File: config.mk
export PLATFORM = sky130hd
export DESIGN_NAME = delta_state_enc
export DESIGN_NICKNAME = d
export VERILOG_FILES = /design/src/rtl/delta_state_enc.sv
export SDC_FILE = /design/constraint.sdc
export NUM_CORES = 2
export LEC_CHECK = 0
export CORE_UTILIZATION = 30
export CTS_CLUSTER_SIZE = 25
export DETAILED_ROUTE_END_ITERATION = 8
export GPL_ROUTABILITY_DRIVEN = 0
export HOLD_SLACK_MARGIN = 0.03
export MAX_ROUTING_LAYER = met4
export PLACE_DENSITY_LB_ADDON = 0.12
export SETUP_SLACK_MARGIN = 0.5
export SYNTH_ARGS = -nofsm -noshare
export SYNTH_HDL_FRONTEND = slang
export SYNTH_SLANG_ARGS = --single-unit
File: constraint.sdc
create_clock -name clk -period 51 [get_ports clk]
set_input_delay 5.1 -clock clk [delete_from_list [all_inputs] [get_ports clk]]
set_output_delay 5.1 -clock clk [all_outputs]
set_load 0.02 [all_outputs]
File: src/rtl/delta_state_enc.sv
`default_nettype none
// ============================================================================
// delta_state_enc : saturating, thresholded delta encoder in front of the
//                   previous-state bank, with read-after-write forwarding.
// Revision 1.0
// ============================================================================
module delta_state_enc #(
    parameter int NUM_PE             = 16,
    parameter int ACT_INT_BW         = 8,
    parameter int ACT_FRA_BW         = 8,
    parameter int NUM_LAYER_BW       = 2,
    parameter int MEM_STATE_DEPTH_BW = 5,
    localparam int ACT_BW  = ACT_INT_BW + ACT_FRA_BW,
    localparam int ADDR_W  = MEM_STATE_DEPTH_BW + 1,
    localparam int PC_W    = $clog2(NUM_PE + 1),
    localparam int CNT_W   = ADDR_W + PC_W,
    localparam int DATA_W  = NUM_PE * ACT_BW
) (
    input  logic                    clk,
    input  logic                    rst,
    input  logic [ACT_BW-1:0]       cfg_thx,
    input  logic [NUM_LAYER_BW-1:0] cfg_layer,
    input  logic                    cfg_init,
    input  logic                    s_valid,
    output logic                    s_ready,
    input  logic [ADDR_W-1:0]       s_addr,
    input  logic [DATA_W-1:0]       s_data,
    input  logic                    s_last,
    output logic                    prev_rd_en,
    output logic [NUM_LAYER_BW-1:0] prev_l_rd_addr,
    output logic [ADDR_W-1:0]       prev_rd_addr,
    input  logic [DATA_W-1:0]       prev_dout,
    output logic [NUM_PE-1:0]       prev_wr_en,
    output logic [NUM_LAYER_BW-1:0] prev_l_wr_addr,
    output logic [ADDR_W-1:0]       prev_wr_addr,
    output logic [DATA_W-1:0]       prev_din,
    output logic                    m_valid,
    input  logic                    m_ready,
    output logic [ADDR_W-1:0]       m_addr,
    output logic [DATA_W-1:0]       m_delta,
    output logic [NUM_PE-1:0]       m_nz,
    output logic                    m_last,
    output logic [CNT_W-1:0]        frame_nz_cnt,
    output logic                    frame_done
);

    localparam logic [ACT_BW-1:0] SAT_MIN = {1'b1, {(ACT_BW-1){1'b0}}};
    localparam logic [ACT_BW-1:0] SAT_MAX = {1'b0, {(ACT_BW-1){1'b1}}};
    localparam logic [ACT_BW-1:0] ONE     = {{(ACT_BW-1){1'b0}}, 1'b1};

    logic                en;
    logic                accept;
    logic                xfer;

    logic                st1_valid_q;
    logic [ADDR_W-1:0]   st1_addr_q;
    logic [DATA_W-1:0]   st1_data_q;
    logic                st1_last_q;

    logic [NUM_PE-1:0]   fwd_mask_q;
    logic [DATA_W-1:0]   fwd_data_q;

    logic                m_valid_q;
    logic [ADDR_W-1:0]   m_addr_q;
    logic [DATA_W-1:0]   m_delta_q;
    logic [NUM_PE-1:0]   m_nz_q;
    logic                m_last_q;

    logic [CNT_W-1:0]    acc_q;
    logic [CNT_W-1:0]    acc_d;
    logic [CNT_W-1:0]    frame_cnt_q;
    logic                frame_done_q;

    logic [NUM_PE-1:0]   w_nz;
    logic [DATA_W-1:0]   w_delta;
    logic [PC_W-1:0]     w_pc;

    assign en     = !m_valid_q | m_ready;
    assign accept = s_valid & en;
    assign xfer   = st1_valid_q & en;

    assign s_ready        = en;
    assign prev_rd_en     = accept;
    assign prev_rd_addr   = s_addr;
    assign prev_l_rd_addr = cfg_layer;

    // Write-back mirrors the transfer; rst gates it so nothing lands after reset asserts.
    assign prev_wr_en     = (xfer && !rst) ? w_nz : '0;
    assign prev_wr_addr   = st1_addr_q;
    assign prev_l_wr_addr = cfg_layer;
    assign prev_din       = st1_data_q;

    for (genvar i = 0; i < NUM_PE; i++) begin : g_lane
        logic [ACT_BW-1:0] w_cur;
        logic [ACT_BW-1:0] w_prev;
        logic [ACT_BW:0]   w_diff;
        logic [ACT_BW-1:0] w_sat;
        logic [ACT_BW-1:0] w_abs;

        assign w_cur  = st1_data_q[i*ACT_BW +: ACT_BW];
        assign w_prev = fwd_mask_q[i] ? fwd_data_q[i*ACT_BW +: ACT_BW]
                                      : prev_dout[i*ACT_BW +: ACT_BW];
        assign w_diff = {w_cur[ACT_BW-1], w_cur} - {w_prev[ACT_BW-1], w_prev};
        assign w_sat  = (w_diff[ACT_BW] != w_diff[ACT_BW-1])
                      ? (w_diff[ACT_BW] ? SAT_MIN : SAT_MAX)
                      : w_diff[ACT_BW-1:0];
        // The most negative value maps to itself, which is correct as unsigned.
        assign w_abs  = w_sat[ACT_BW-1] ? ((~w_sat) + ONE) : w_sat;
        assign w_nz[i] = cfg_init | (w_abs > cfg_thx);
        assign w_delta[i*ACT_BW +: ACT_BW] = w_nz[i] ? w_sat : '0;
    end

    always_comb begin
        w_pc = '0;
        for (int i = 0; i < NUM_PE; i++) begin
            w_pc = w_pc + PC_W'(w_nz[i]);
        end
    end

    assign acc_d = acc_q + CNT_W'(w_pc);

    always_ff @(posedge clk or posedge rst) begin
        if (rst) begin
            st1_valid_q  <= 1'b0;
            st1_addr_q   <= '0;
            st1_data_q   <= '0;
            st1_last_q   <= 1'b0;
            fwd_mask_q   <= '0;
            fwd_data_q   <= '0;
            m_valid_q    <= 1'b0;
            m_addr_q     <= '0;
            m_delta_q    <= '0;
            m_nz_q       <= '0;
            m_last_q     <= 1'b0;
            acc_q        <= '0;
            frame_cnt_q  <= '0;
            frame_done_q <= 1'b0;
        end else begin
            frame_done_q <= 1'b0;

            if (en) begin
                st1_valid_q <= s_valid;
                if (s_valid) begin
                    st1_addr_q <= s_addr;
                    st1_data_q <= s_data;
                    st1_last_q <= s_last;
                end
                // The bank read issued this cycle misses the write landing in the same edge.
                fwd_mask_q <= (accept && xfer && (s_addr == st1_addr_q)) ? w_nz : '0;
                if (xfer) begin
                    fwd_data_q <= st1_data_q;
                end
            end

            if (xfer) begin
                m_valid_q <= 1'b1;
                m_addr_q  <= st1_addr_q;
                m_delta_q <= w_delta;
                m_nz_q    <= w_nz;
                m_last_q  <= st1_last_q;
                if (st1_last_q) begin
                    frame_cnt_q  <= acc_d;
                    frame_done_q <= 1'b1;
                    acc_q        <= '0;
                end else begin
                    acc_q <= acc_d;
                end
            end else if (m_ready) begin
                m_valid_q <= 1'b0;
            end
        end
    end

    assign m_valid      = m_valid_q;
    assign m_addr       = m_addr_q;
    assign m_delta      = m_delta_q;
    assign m_nz         = m_nz_q;
    assign m_last       = m_last_q;
    assign frame_nz_cnt = frame_cnt_q;
    assign frame_done   = frame_done_q;

endmodule
`default_nettype wire

==> flow_summary.toml <==
[place]
hpwl_mm = 190
portBuffers = 1117

[clock_tree]
post_cts_buffers = 0
cts_tree = "done"
htreeDepth = 3
cts_resized = 0
cts.clk_slew.worst_paths_ns = 0.06
clk_latency_ns = 0.79
cts_hold_buffers = 0
numCtsBuffers = 108
clockBufferDepth = 3
cts.sinks = 839
root_buffer = "clkbuf_16"

[sta]
setup_viol = 0
rsz0062_at_grt = "false"
finalHoldViolCount = 0
timing.final.crit_share = 0.364
skew_ns = 0.0356
fin_setup_tns_ns = 0
fmax_ghz = 0.0539
worst_slew_pin_slew_ns = 1.14
relSlewSlack = 0.241
fin_crit_ns = 18.57
fin_hold_ws_ns = 0.471
final_max_slew_viol_count = 0

[grt]
grt_pass1_wl_mm = 368
overflow = 0
antenna_found_initial = 39
grt_max_degree = 179
gr-usage-all-layers = 0.242
grt_pass1_vias = 56039

[die]
num_rows = 165
coreArea_um2 = 203000
dieHeight_um = 454
die_w_um = 454
die-area_um2 = 206000
start_util = 0.303
ios = 1124

[worst_setup_path]
cp_top_family = "compound AO/OA/AOI/OAI gates"
r2r-end = "frame_nz_cnt[10]"
arrival_ns = 13.47
crit_slowest_cell = "ha_1"
r2r_slack_ns = 38.34
critPathKind = "input pin to output pin"
critical_path.max_stage_delay_ns = 0.72
crit_buf_inv = 5
crit-reg2reg-launch = "fwd_mask_q[10]"
crit_path_end_kind = "output pin"
cp.required_ns = 45.90
rr_worst_depth = 43
cp-start-kind = "input pin"
crit_top_cell = "ha_1"
path_max_fanout = 23

[route]
drt_iter0_markers = 3898
final_antenna_net_count = 0
drc = 0
top_layer_used = "met4"
routed_via_density = 5.16
post_drt_wl_per_cell_um = 22.3
wl_met1_mm = 106
dr_wl_met2_mm = 120
routed_wirelength_mm = 250
dr.pass1.iters = 6
via_count = 57975
wl_met3_mm = 12.9

[power_and_ir_drop]
p_sw_frac = 0.481
p_clk_frac = 0.167
p_sw_mw = 2.43
peakVddDrop_v = 0.0000868
leakage_nw = 35.8
p_per_area_nw_per_um2 = 63.7
p_int_mw = 2.62
pwr-share-seq = 0.198
combinationalPowerShare = 0.634

[cells_and_area]
layout-drive-gt1-share = 0.0479
final_common_cell = "nand2_1"
final_nets = 9588
final_cell_mix = "2063 x nand2_1, 1115 x clkdlybuf4s50_1, 839 x dfrtp_1"
area_growth_syn_to_layout_pct = 29.2

[synthesis]
synth_edf_count = 0
async_reset_ff_frac = 1.00
syn-cell-area_um2 = 61300
synth_cell_type_count = 98
avgSynthCellArea_um2 = 8.20
synth_warnings = 0
synth_ff_type = "dfrtp_1"
ys_seq_area_frac = 0.342
syn_nets = 8617
synth_cells = 7479
yosys_register_bits = 839

[job]
drv_cap = 0

[outcome]
status = "complete, no violations"

[hold_path]
hold_end = "m_delta[190]"
hp-class = "flip-flop to flip-flop"
hp-start = "m_delta[190]"
hold_depth = 2
## worst min-delay path, delay by kind of cell, from the launching register on
family          cells  cell delay (ns)
flops               1             0.34
simple gates        1             0.05
compound gates      1             0.05
## cell families after synthesis
logic type / Yosys count / share of synthesized area
compound gates: 1708 / 0.184
xor+xnor: 298 / 0.0425
fa+ha+maj: 596 / 0.125
buf+inv: 510 / 0.0320
flops: 839 / 0.342
mux: 301 / 0.0498
simple gates: 3227 / 0.225
## routing by layer
metal	up-vias	track usage
li1	28312	-
met1	27822	0.295
met2	1492	0.396
met3	349	0.0393
met4	0	0.101
met5	-	-
## layout make-up
type / instances / area (um^2)
inverter: 175 / 672
fill: 20823 / 123000
multi-input combinational: 6130 / 38500
sequential: 839 / 21000
clock buffer: 151 / 3150
tap: 2672 / 3340
antenna: 27 / 67.6
timing repair buffer: 1196 / 11800
clock inverter: 51 / 732
## state kept, by name (all words and copies together), names as in the netlist, 11 cells and up
register and cells:
acc_q 11, fwd_mask_q 16, frame_nz_cnt 11, prev_din 256, m_nz 16, m_delta 256
fwd_data_q 256
## synth_stat cells, types with 14 or more instances
| cell | number | area share |
|---|---|---|
| a2111oi_0 | 17 | 0.0024 |
| a211o_1 | 20 | 0.0029 |
| a211oi_1 | 64 | 0.0078 |
| a21boi_0 | 15 | 0.0018 |
| a21o_1 | 146 | 0.018 |
| a21oi_1 | 351 | 0.029 |
| a22o_1 | 24 | 0.0034 |
| a31oi_1 | 69 | 0.0070 |
| and2_1 | 30 | 0.0031 |
| and3_1 | 38 | 0.0039 |
| buf_1 | 16 | 0.00098 |
| clkbuf_1 | 305 | 0.019 |
| dfrtp_1 | 839 | 0.34 |
| fa_1 | 28 | 0.0091 |
| ha_1 | 568 | 0.12 |
| inv_1 | 167 | 0.010 |
| mux2_2 | 33 | 0.0061 |
| mux2i_1 | 267 | 0.044 |
| nand2_1 | 2066 | 0.13 |
| nand2b_1 | 54 | 0.0055 |
| nand3_1 | 85 | 0.0069 |
| nand4_1 | 67 | 0.0068 |
| nor2_1 | 498 | 0.030 |
| nor2b_1 | 79 | 0.0081 |
| nor3_1 | 96 | 0.0078 |
| nor3b_1 | 22 | 0.0027 |
| nor4_1 | 46 | 0.0047 |
| o211ai_1 | 37 | 0.0045 |
| o21a_1 | 103 | 0.013 |
| o21ai_0 | 397 | 0.032 |
| o21bai_1 | 24 | 0.0029 |
| o22ai_1 | 41 | 0.0042 |
| o31a_1 | 18 | 0.0026 |
| o31ai_1 | 205 | 0.025 |
| o41ai_1 | 14 | 0.0020 |
| or2_2 | 36 | 0.0037 |
| or3_1 | 25 | 0.0025 |
| or4_1 | 16 | 0.0020 |
| xnor2_1 | 146 | 0.021 |
| xor2_1 | 152 | 0.022 |
## through the flow
step                power, mW  area (um^2)  std cells   util  setup WS [ns]
finish                   5.04        79200      11241  0.391          32.43
global route             5.48        79200      11237  0.391          31.59
CTS                      5.10        79200      11214  0.391          32.48
detailed placement       4.22        75300      11012  0.371          32.54
global placement         4.17        75300      11012  0.371          32.60
floorplan                3.10        61300       7479      -          19.53
## power by group through the flow
stage	logic (mW)	clock network [mW]	registers, mW
final	3.20	0.845	1.00
after global routing	3.56	0.893	1.03
after CTS	3.22	0.870	1.00
after detailed placement	3.21	0	1.01
after global placement	3.16	0	1.01
after floorplan	1.97	0	1.13
## worst max-delay path by stage
stage,from,to,cells after the start
2_1_floorplan,rst,prev_wr_en[0],3
3_3_place_gp,prev_dout[3],prev_wr_en[0],32
3_5_place_dp,prev_dout[3],prev_wr_en[0],32
4_1_cts,prev_dout[3],prev_wr_en[0],33
5_1_grt,prev_dout[3],prev_wr_en[0],33
6_report,prev_dout[3],prev_wr_en[0],33
(Power assumes the default switching activity.)
